===== src/rtl/fifo_rd_ctrl_pkg.sv =====
// Shared defaults and FSM state encoding for the FIFO read controller and its skid buffer.
package fifo_rd_ctrl_pkg;

  localparam int DATA_WIDTH_DEF = 8;
  localparam int LEN_WIDTH_DEF  = 4;
  localparam int SKID_DEPTH     = 2;

  localparam logic [1:0] ST_IDLE  = 2'd0;
  localparam logic [1:0] ST_READ  = 2'd1;
  localparam logic [1:0] ST_DRAIN = 2'd2;

endpackage


===== src/rtl/rd_skid_buf.sv =====
// Two-entry in-order skid buffer that holds FIFO words until the stream side accepts them.
module rd_skid_buf
  import fifo_rd_ctrl_pkg::*;
#(
  parameter int WIDTH = DATA_WIDTH_DEF + 1
) (
  input  logic             clk,
  input  logic             rst,
  input  logic             push,
  input  logic [WIDTH-1:0] push_data,
  input  logic             pop,
  output logic [WIDTH-1:0] head_data,
  output logic             not_empty,
  output logic [1:0]       count
);

  localparam logic [1:0] FULL = 2'(SKID_DEPTH);

  logic [WIDTH-1:0] head_q;
  logic [WIDTH-1:0] tail_q;
  logic [1:0]       count_q;
  logic             push_ok;
  logic             pop_ok;

  assign pop_ok  = pop && (count_q != 2'd0);
  // A full buffer can still take a word when the head leaves in the same cycle.
  assign push_ok = push && ((count_q != FULL) || pop_ok);

  // NOTE: state is updated with non-blocking assignments so every register samples pre-edge values.
  always_ff @(posedge clk or posedge rst) begin
    if (rst) begin
      // NOTE: the data registers are reset as well so the stream data reads 0 out of reset.
      head_q  <= '0;
      tail_q  <= '0;
      count_q <= 2'd0;
    end else begin
      case (count_q)
        2'd0: begin
          if (push_ok) head_q <= push_data;
        end
        2'd1: begin
          if (push_ok && pop_ok) head_q <= push_data;
          else if (push_ok)      tail_q <= push_data;
        end
        default: begin
          if (pop_ok) begin
            head_q <= tail_q;
            if (push_ok) tail_q <= push_data;
          end
        end
      endcase
      count_q <= count_q + {1'b0, push_ok} - {1'b0, pop_ok};
    end
  end

  assign head_data = head_q;
  assign not_empty = (count_q != 2'd0);
  assign count     = count_q;

endmodule


===== src/rtl/fifo_rd_ctrl.sv =====
// Burst read controller: pulls cmd_len words from a FIFO with lagging flags and streams them out.
module fifo_rd_ctrl
  import fifo_rd_ctrl_pkg::*;
#(
  parameter int DATA_WIDTH = DATA_WIDTH_DEF,
  parameter int LEN_WIDTH  = LEN_WIDTH_DEF
) (
  input  logic                  clk,
  input  logic                  rst,
  input  logic                  cmd_valid,
  input  logic [LEN_WIDTH-1:0]  cmd_len,
  output logic                  cmd_ready,
  input  logic                  fifo_empty,
  input  logic                  fifo_almost_empty,
  input  logic                  fifo_underrun,
  input  logic [DATA_WIDTH-1:0] rd_data,
  output logic                  rd_enb,
  output logic [DATA_WIDTH-1:0] m_data,
  output logic                  m_valid,
  input  logic                  m_ready,
  output logic                  m_last,
  output logic                  done,
  output logic                  err
);

  localparam logic [LEN_WIDTH:0] REM_ONE   = (LEN_WIDTH+1)'(1);
  localparam logic [LEN_WIDTH:0] BURST_MAX = {1'b1, {LEN_WIDTH{1'b0}}};

  logic [1:0]           state;
  logic [1:0]           state_nxt;
  logic [LEN_WIDTH:0]   remaining;
  logic                 inflight;
  logic                 inflight_last;
  logic [DATA_WIDTH:0]  head;
  logic                 skid_valid;
  logic [1:0]           skid_count;
  logic                 pop;
  logic [2:0]           outstanding;

  assign cmd_ready = (state == ST_IDLE);
  assign pop       = skid_valid && m_ready;

  // Words still owed to the stream after this edge; counting the departing head keeps one word per cycle.
  assign outstanding = {1'b0, skid_count} - {2'b00, pop} + {2'b00, inflight};

  // Flags lag by a cycle, so right after a read an almost-empty FIFO may already be empty.
  assign rd_enb = (state == ST_READ) && (remaining != '0) && !fifo_empty
                  && (outstanding < 3'd2) && !(inflight && fifo_almost_empty);

  always_comb begin
    // NOTE: default assignment first so no path through the case infers a latch.
    state_nxt = state;
    case (state)
      ST_IDLE:  if (cmd_valid) state_nxt = ST_READ;
      ST_READ:  if (rd_enb && (remaining == REM_ONE)) state_nxt = ST_DRAIN;
      ST_DRAIN: if (!inflight && ((skid_count == 2'd0) || ((skid_count == 2'd1) && pop)))
                  state_nxt = ST_IDLE;
      default:  state_nxt = ST_IDLE;
    endcase
  end

  always_ff @(posedge clk or posedge rst) begin
    if (rst) begin
      state         <= ST_IDLE;
      remaining     <= '0;
      inflight      <= 1'b0;
      inflight_last <= 1'b0;
      done          <= 1'b0;
      err           <= 1'b0;
    end else begin
      state <= state_nxt;
      if ((state == ST_IDLE) && cmd_valid)
        remaining <= (cmd_len == '0) ? BURST_MAX : {1'b0, cmd_len};
      else if (rd_enb)
        remaining <= remaining - REM_ONE;
      inflight      <= rd_enb;
      inflight_last <= rd_enb && (remaining == REM_ONE);
      done          <= pop && head[DATA_WIDTH];
      err           <= err | fifo_underrun;
    end
  end

  rd_skid_buf #(
    .WIDTH(DATA_WIDTH + 1)
  ) u_skid (
    .clk       (clk),
    .rst       (rst),
    .push      (inflight),
    .push_data ({inflight_last, rd_data}),
    .pop       (pop),
    .head_data (head),
    .not_empty (skid_valid),
    .count     (skid_count)
  );

  assign m_valid = skid_valid;
  assign m_data  = head[DATA_WIDTH-1:0];
  assign m_last  = skid_valid && head[DATA_WIDTH];

endmodule


===== config.mk =====
export PLATFORM = sky130hd
export DESIGN_NAME = fifo_rd_ctrl
export DESIGN_NICKNAME = d
export VERILOG_FILES = /design/src/rtl/fifo_rd_ctrl_pkg.sv /design/src/rtl/rd_skid_buf.sv /design/src/rtl/fifo_rd_ctrl.sv
export SDC_FILE = /design/constraint.sdc
export NUM_CORES = 1
export LEC_CHECK = 0
export CAP_MARGIN = 10
export CORE_MARGIN = 4
export CORE_UTILIZATION = 51
export CTS_CLUSTER_SIZE = 10
export DETAILED_ROUTE_END_ITERATION = 12
export GPL_TIMING_DRIVEN = 0
export PLACE_DENSITY = 0.81
export SETUP_SLACK_MARGIN = 0.3
export SLEW_MARGIN = 30
export SYNTH_ARGS = -nofsm -noshare
export SYNTH_HDL_FRONTEND = slang
export SYNTH_SLANG_ARGS = --single-unit

===== constraint.sdc =====
create_clock -name clk -period 3.5 [get_ports clk]
set_input_delay 0.35 -clock clk [delete_from_list [all_inputs] [get_ports clk]]
set_output_delay 0.35 -clock clk [all_outputs]
set_load 0.1 [all_outputs]

==> results of run 1 <==
-- logic make-up after synthesis --
logic type / after synthesis / synth area share [%]
buffers and inverters: 21 / 6.91
adder cells (fa/ha/maj): 7 / 5.83
XOR/XNOR: 4 / 2.15
multiplexers: 18 / 11.7
AO/OA/AOI/OAI: 25 / 9.13
AND/OR/NAND/NOR: 46 / 16.7
flip-flops: 31 / 47.6
-- power breakdown --
| part | internal, mW | switching, mW |
|---|---|---|
| clock network | 0.169 | 0.130 |
| registers | 0.496 | 0.111 |
| logic | 0.465 | 0.790 |
| total | 1.13 | 1.03 |
-- stage by stage --
stage          TNS [ps]  power (mW)  setup WS [ps]  instances  util, %
2_1_floorplan         0        1.57           25.0        152        -
3_3_place_gp       -706        1.79           -706        228     66.4
3_5_place_dp       -763        1.83           -763        228     66.4
4_1_cts               0        2.17            302        240     70.2
5_1_grt               0        2.30            356        240     70.2
6_report              0        2.16            448        240     70.2
-- repair_timing --
item,CTS,global route
pin swaps,3,1
endpoints found under the setup margin,1,1
resized for setup,8,0
buffers inserted,4,0
-- worst max-delay path, delay by kind of cell, from the launching register on --
family | cells | cell delay, ps
adder cells (fa/ha/maj) | 2 | 850
buffers and inverters | 2 | 430
flip-flops | 1 | 410
AND/OR/NAND/NOR | 5 | 660
-- metal layers --
layer / GRT usage, % / up-vias / routed length [µm]
met2: 32.7 / 42 / 1720
met4: 7.12 / 0 / 52
met3: 6.41 / 7 / 201
li1: - / 606 / -
met5: 0 / - / 0
met1: 19.7 / 608 / 1420
-- sequential cells by signal (all words and copies together) (netlist names) --
register,count
u_skid.head_data,9
inflight_last,1
done,1
remaining,5
state,2
err,1
u_skid.tail_q,9
u_skid.count,2
inflight,1
-- placed cells by master (no fill, tap or decap), drive strengths merged, types with 2 or more instances in the layout --
cell / synthesis / final
clkdlybuf4s50: 0 / 30
mux2i: 9 / 9
a21oi: 2 / 2
inv: 10 / 10
nand2: 16 / 16
buf: 11 / 16
xnor2: 3 / 3
nor2: 9 / 9
dfrtp: 31 / 31
ha: 6 / 6
mux2: 9 / 9
clkbuf: 0 / 6
o21ai: 14 / 14
nor3: 3 / 3
a31oi: 3 / 3
nand2b: 2 / 2
nor4: 3 / 3
nor2b: 3 / 3
-- final timing paths --
kind / cells past startpoint / endpoint / slack (ps)
setup reg to reg: 11 / state[1] / 590
hold / removal: 2 / err / 420
setup / recovery: 9 / rd_enb / 450
hold reg to reg: 1 / err / 470
max in group asynchronous: 2 / u_skid.tail_q[5] / 2670
min in group clk: 1 / err / 470
-- final cells by class --
cell class                 count  area, µm²
buffer                        11       81.3
clock buffer                   6       51.3
clock inverter                 2       35.0
fill                         227        910
inverter                      10       37.5
multi-input combinational    100        757
sequential                    31        776
tap                           44       55.1
timing repair buffer          36        350
==> Implementation_results.wiki, run 1 <==
{| class="wikitable"
! Metric !! Value
|-
| Initial detailed-routing violation count || 33
|-
| Wire length of the first global-routing pass || ~6000 µm
|-
| CORE AREA || 3050 µm²
|-
| Number of buffers added by the clock tree synthesis step || 5
|-
| Remaining Overflow, GRT || 0
|-
| Setup CP Type || reg -> out
|-
| Leakage power || ~0.97 nW
|-
| Number of flip-flops and latches in the synthesized netlist || 31
|-
| Data required time of the critical path || between 3000 and 4000 ps
|-
| Period utilisation layout || 87.2%
|-
| Number of nets in the synthesized netlist || 178
|-
| Dpl hpwl || between 2000 and 2500 µm
|-
| Predominant post-synthesis flop cell || sky130_fd_sc_hd__dfrtp_1
|-
| Post-DRT Antenna Nets || 0
|-
| Number of port buffers || 32
|-
| Vias after detailed routing || between 1000 and 1500
|-
| Most used standard cells in the synthesized netlist || sky130_fd_sc_hd__dfrtp_1 (31), sky130_fd_sc_hd__nand2_1 (16), sky130_fd_sc_hd__o21ai_0 (12), sky130_fd_sc_hd__inv_1 (10)
|-
| Worst slew margin relative to its limit || 35.2%
|-
| Post-route standard cell area excluding fillers || around 2100 µm²
|-
| Clock Tree Root || sky130_fd_sc_hd__clkbuf_4
|-
| CP arrival || about 2700 ps
|-
| Status || finished clean
|-
| Pwr/cell area || just over 1000 nW/µm²
|-
| Total placed instance area || 2030 µm²
|-
| Time the worst path needs with I/O delays and setup || roughly 3100 ps
|-
| Clock tree from TritonCTS || built
|-
| RD Place Congestion || between 0.7 and 0.8
|-
| Top fanout value on the critical path || 8
|-
| H-Tree Level Count || 2
|-
| Slowest Stage Delay on Critical Path || between 500 and 600 ps
|-
| Synth Instances || approximately 150
|-
| Slew of the pin with the lowest slew margin || 970 ps
|-
| Number of distinct library cells after synthesis || 37
|-
| Count of pins on the block boundary || 33
|-
| Area share of the largest cell type after synthesis || between 40 and 50%
|-
| Post-CTS Hold Buffers || 0
|-
| EDFF count, synth || 0
|-
| Largest area contributor in the netlist || sky130_fd_sc_hd__dfrtp_1
|-
| Synthesized area per cell || between 10 and 15 µm²
|-
| Die Footprint || roughly 4200 µm²
|-
| Starting utilization of the core area || between 50% and 60%
|-
| Critical Path Start Type || flip-flop
|-
| Count of endpoints failing hold in the final timing report || 0
|-
| Number of maximum-capacitance constraint violations || 0
|-
| Total length of routed wires || between 3000 and 4000 µm
|-
| FF-to-FF Start || u_skid.count[1]
|-
| Asr flop ratio synth || 100%
|-
| Worst hold path type || in -> async
|-
| Net count reported at finish || roughly 220
|-
| Biggest area contributors in the synthesized netlist || sky130_fd_sc_hd__dfrtp_1 (48%), sky130_fd_sc_hd__mux2_2 (6.2%), sky130_fd_sc_hd__mux2i_1 (5.5%)
|-
| VDD IR max || 0.444 mV
|-
| Horiz. Die Dim || about 65 µm
|-
| Timing-limited maximum frequency || 328 MHz
|-
| Critical path's most frequent cell || sky130_fd_sc_hd__buf_6
|-
| Layout overhead on the synthesized area || 31.5%
|-
| Cell chain of the critical path || buf_6 -> nor2_4 -> nor2b_1 -> ha_1 -> nand2b_4 -> fa_1 -> nand4bb_4 -> nor4_4 -> buf_6
|-
| Kind of capture point of the worst setup path || output port
|-
| Vias per cell || 5.26
|-
| Global-route total usage across every layer || between 10% and 20%
|-
| Initial antenna violation count || 0
|-
| Wirelength per Cell || between 10 and 15 µm
|-
| Worst-Skew Late Latency || roughly 340 ps
|-
| Clock-pin slew of the registers on the worst-case setup and hold paths || approximately 100 ps
|-
| Proportion of synthesized chip area in sequential cells || ~48%
|-
| Mapped cell area || roughly 1600 µm²
|-
| Number of pins exceeding their max-slew limit in the final report || 0
|-
| Number of DRC violations after detailed routing || 0
|-
| Max Root-Sink Buffers || 2
|-
| Largest net degree at the start of global routing || 32
|-
| Clock tree skew after final layout || 3.56 ps
|-
| Vert. Die Dim || 64.5 µm
|-
| Std-Cell Rows || 20
|-
| Post-route worst hold slack || 420 ps
|-
| Num Clock Sinks || 31
|-
| Total inserted antenna cells || 0
|-
| Cell with the most instances after synthesis || sky130_fd_sc_hd__dfrtp_1
|-
| Synthesis Warnings || 0
|-
| Share of cells above drive strength 1 || around a fifth
|-
| CP max stage cell || sky130_fd_sc_hd__fa_1
|-
| Source of the critical timing path || u_skid.count[1]
|-
| Setup repair after global routing missed its margin || false
|-
| Setup violations, final || 0
|-
| Count of TritonRoute iterations in the first routing pass || 7
|-
| Vias in the first global route || approximately 1300
|}
Power figures use the tool's default switching activity.
==> inputs of run 2 (changes only) <==
--- a/config.mk
+++ b/config.mk
@@ -6,7 +6,6 @@
 export NUM_CORES = 1
 export LEC_CHECK = 0
 export CAP_MARGIN = 10
-export CORE_MARGIN = 4
 export CORE_UTILIZATION = 51
 export CTS_CLUSTER_SIZE = 10
 export DETAILED_ROUTE_END_ITERATION = 12
==> Implementation_results.wiki, run 2 (same netlist as run 1, synthesis figures left out) <==
{| class="wikitable"
! Metric !! Value
|-
| Status || finished clean
|-
| Crit path buf inv count || 2 (unchanged)
|-
| Number of port buffers || 32 (unchanged)
|-
| CP top delay family || adder cells
|-
| Die Footprint || 3430 µm² (-18%)
|-
| Final total power || 2.17 mW (+0.46%)
|-
| Worst-Skew Late Latency || 330 ps (about the same)
|-
| Setup repair after global routing missed its margin || false
|-
| Layout overhead on the synthesized area || 31.9%
|-
| VDD IR max || 0.554 mV (+25%)
|-
| Number of maximum-capacitance constraint violations || 0 (unchanged)
|-
| Count of endpoints failing hold in the final timing report || 0 (unchanged)
|-
| CORE AREA || 3050 µm² (unchanged)
|-
| Clock tree skew after final layout || 11.0 ps (+7.46 ps)
|-
| Final-layout setup total negative slack || 0 ps (unchanged)
|-
| Pwr/cell area || 1010 nW/µm² (+0.11%)
|-
| Global-route total usage across every layer || 21.9% (+3.6 points)
|-
| Num Clock Sinks || 31 (unchanged)
|-
| Timing-limited maximum frequency || 327 MHz (about the same)
|-
| Cell chain of the critical path || buf_6 -> nor2_4 -> nor2b_1 -> ha_1 -> nand2b_4 -> fa_1 -> nand4bb_4 -> nor4_4 -> buf_6
|-
| Slowest Stage Delay on Critical Path || 600 ps (about the same)
|-
| Largest net degree at the start of global routing || 32 (unchanged)
|-
| Vias in the first global route || 1273 (-2.2%)
|-
| Number of pins exceeding their max-slew limit in the final report || 0 (unchanged)
|-
| Worst hold path type || in -> async
|-
| Starting utilization of the core area || 53.4% (unchanged)
|-
| Initial detailed-routing violation count || 32 (-3.0%)
|-
| Setup CP Type || reg -> out
|-
| Commonest non-fill, non-tap cell in the layout || sky130_fd_sc_hd__dfrtp_1
|-
| Data required time of the critical path || 3150 ps (about the same)
|-
| Switching power || 1.03 mW (+0.31%)
|-
| Critical Path Start Type || flip-flop
|-
| RD Place Congestion || 0.896 (+15%)
|-
| Total length of routed wires || 3340 µm (-1.5%)
|-
| Highest-count cells in the layout ignoring fill and taps || sky130_fd_sc_hd__dfrtp_1 (31), sky130_fd_sc_hd__clkdlybuf4s50_1 (30), sky130_fd_sc_hd__nand2_1 (16)
|-
| Critical path's most frequent cell || sky130_fd_sc_hd__buf_6
|-
| Max Root-Sink Buffers || 2 (unchanged)
|-
| Clock-pin slew of the registers on the worst-case setup and hold paths || 100 ps (about the same)
|-
| Wirelength per Cell || 13.9 µm (-1.9%)
|-
| Clock tree from TritonCTS || built
|-
| Number of DRC violations after detailed routing || 0 (unchanged)
|-
| CP arrival || 2700 ps (about the same)
|-
| Vias after detailed routing || 1272 (+0.71%)
|-
| CP max stage cell || sky130_fd_sc_hd__fa_1
|-
| Vert. Die Dim || 58.5 µm (-9.3%)
|-
| Placed insts || 228 (unchanged)
|-
| Clock share of power || 13.5% (-0.3 points)
|-
| Slew of the pin with the lowest slew margin || 965 ps (-4.21 ps)
|-
| Std-Cell Rows || 20 (unchanged)
|-
| Relative contribution of combinational cells to total power || 58.3% (+0.2 points)
|-
| Setup violations, final || 0 (unchanged)
|-
| Switching share of power || 47.6% (-0.069 points)
|-
| H-Tree Level Count || 2 (unchanged)
|-
| Time the worst path needs with I/O delays and setup || 3050 ps (+2.82 ps)
|-
| Wire length of the first global-routing pass || 5520 µm (-5.3%)
|-
| Post-CTS Hold Buffers || 0 (unchanged)
|-
| Vias per cell || 5.28 (+0.29%)
|-
| Count of TritonRoute iterations in the first routing pass || 4 (-3)
|-
| Total inserted antenna cells || 0 (unchanged)
|-
| Post-route worst hold slack || 427 ps (+6.75 ps)
|-
| Remaining Overflow, GRT || 0 (unchanged)
|-
| Initial antenna violation count || 0 (unchanged)
|-
| Leakage power || 0.972 nW (+0.50%)
|-
| Number of buffers added by the clock tree synthesis step || 5 (unchanged)
|-
| Clock Tree Root || sky130_fd_sc_hd__clkbuf_4
|-
| Share of power burned in registers || 28.2% (about the same)
|-
| Non-filler instance count after layout || 241 (+0.42%)
|-
| Horiz. Die Dim || 58.5 µm (-9.3%)
|-
| Worst slew margin relative to its limit || 35.4% (+0.28 points)
|-
| Count of pins on the block boundary || 33 (unchanged)
|-
| Share of cells above drive strength 1 || 21.3% (+0.40 points)
|-
| Net count reported at finish || 222 (+0.45%)
|-
| Cell internal power dissipation || 1.14 mW (+0.59%)
|-
| Dpl hpwl || 2340 µm (-2.9%)
|-
| Kind of capture point of the worst setup path || output port
|-
| Post-DRT Antenna Nets || 0 (unchanged)
|-
| Top fanout value on the critical path || 2 (-6)
|-
| Period utilisation layout || 87.3% (about the same)
|}
run 2: changes by cell type in the layout (fill, tap and decap cells not counted):
cell	change
sky130_fd_sc_hd__buf_4	+1
run 2: timing repair:
item,CTS,global route
buffers inserted,5,0
setup endpoints to repair,1,1
pin swaps,3,1
resized for setup,8,0
run 2: final cells by class:
cell class | instances | area (µm²)
Buffer | 11 | 81.3
Clock buffer | 6 | 51.3
Clock inverter | 2 | 35.0
Fill cell | 248 | 902
Inverter | 10 | 37.5
Multi-Input combinational cell | 100 | 757
Sequential cell | 31 | 776
Tap cell | 44 | 55.1
Timing Repair Buffer | 37 | 358
run 2: final timing paths:
| check | start | to | slack [ps] | depth (start not counted) |
|---|---|---|---|---|
| max in group asynchronous | rst | remaining[0] | 2650 | 2 |
| min in group clk | err | err | 470 | 1 |
| min | rst | u_skid.head_data[7] | 430 | 2 |
| max | u_skid.count[1] | rd_enb | 450 | 9 |
| max reg2reg | u_skid.count[1] | remaining[3] | 530 | 11 |
| min reg2reg | err | err | 470 | 1 |
run 2: layer usage:
metal / track usage (%) / vias up / share of wire, % / wire length (µm)
met5: 0 / - / 0 / 0
met3: 6.15 / 6 / 5.0 / 166
met4: 8.16 / 0 / 1.5 / 51
li1: - / 608 / - / -
met1: 24.5 / 617 / 41 / 1390
met2: 39.6 / 41 / 52 / 1740
run 2: per-stage QoR:
stage / util (%) / setup slack [ps] / area (µm²)
after floorplan: - / 25.0 / 1650
after global placement: 66.4 / -708 / 2030
after detailed placement: 66.4 / -723 / 2030
after CTS: 70.5 / 321 / 2150
after global routing: 70.5 / 349 / 2150
final: 70.5 / 446 / 2150
run 2: power groups by stage:
| stage | Clock [mW] | Combinational, mW | Sequential, mW |
|---|---|---|---|
| 6_report | 0.293 | 1.27 | 0.612 |
| 4_1_cts | 0.297 | 1.27 | 0.609 |
| 3_5_place_dp | 0 | 1.21 | 0.620 |
| 2_1_floorplan | 0 | 0.979 | 0.591 |
| 5_1_grt | 0.310 | 1.35 | 0.633 |
| 3_3_place_gp | 0 | 1.17 | 0.606 |
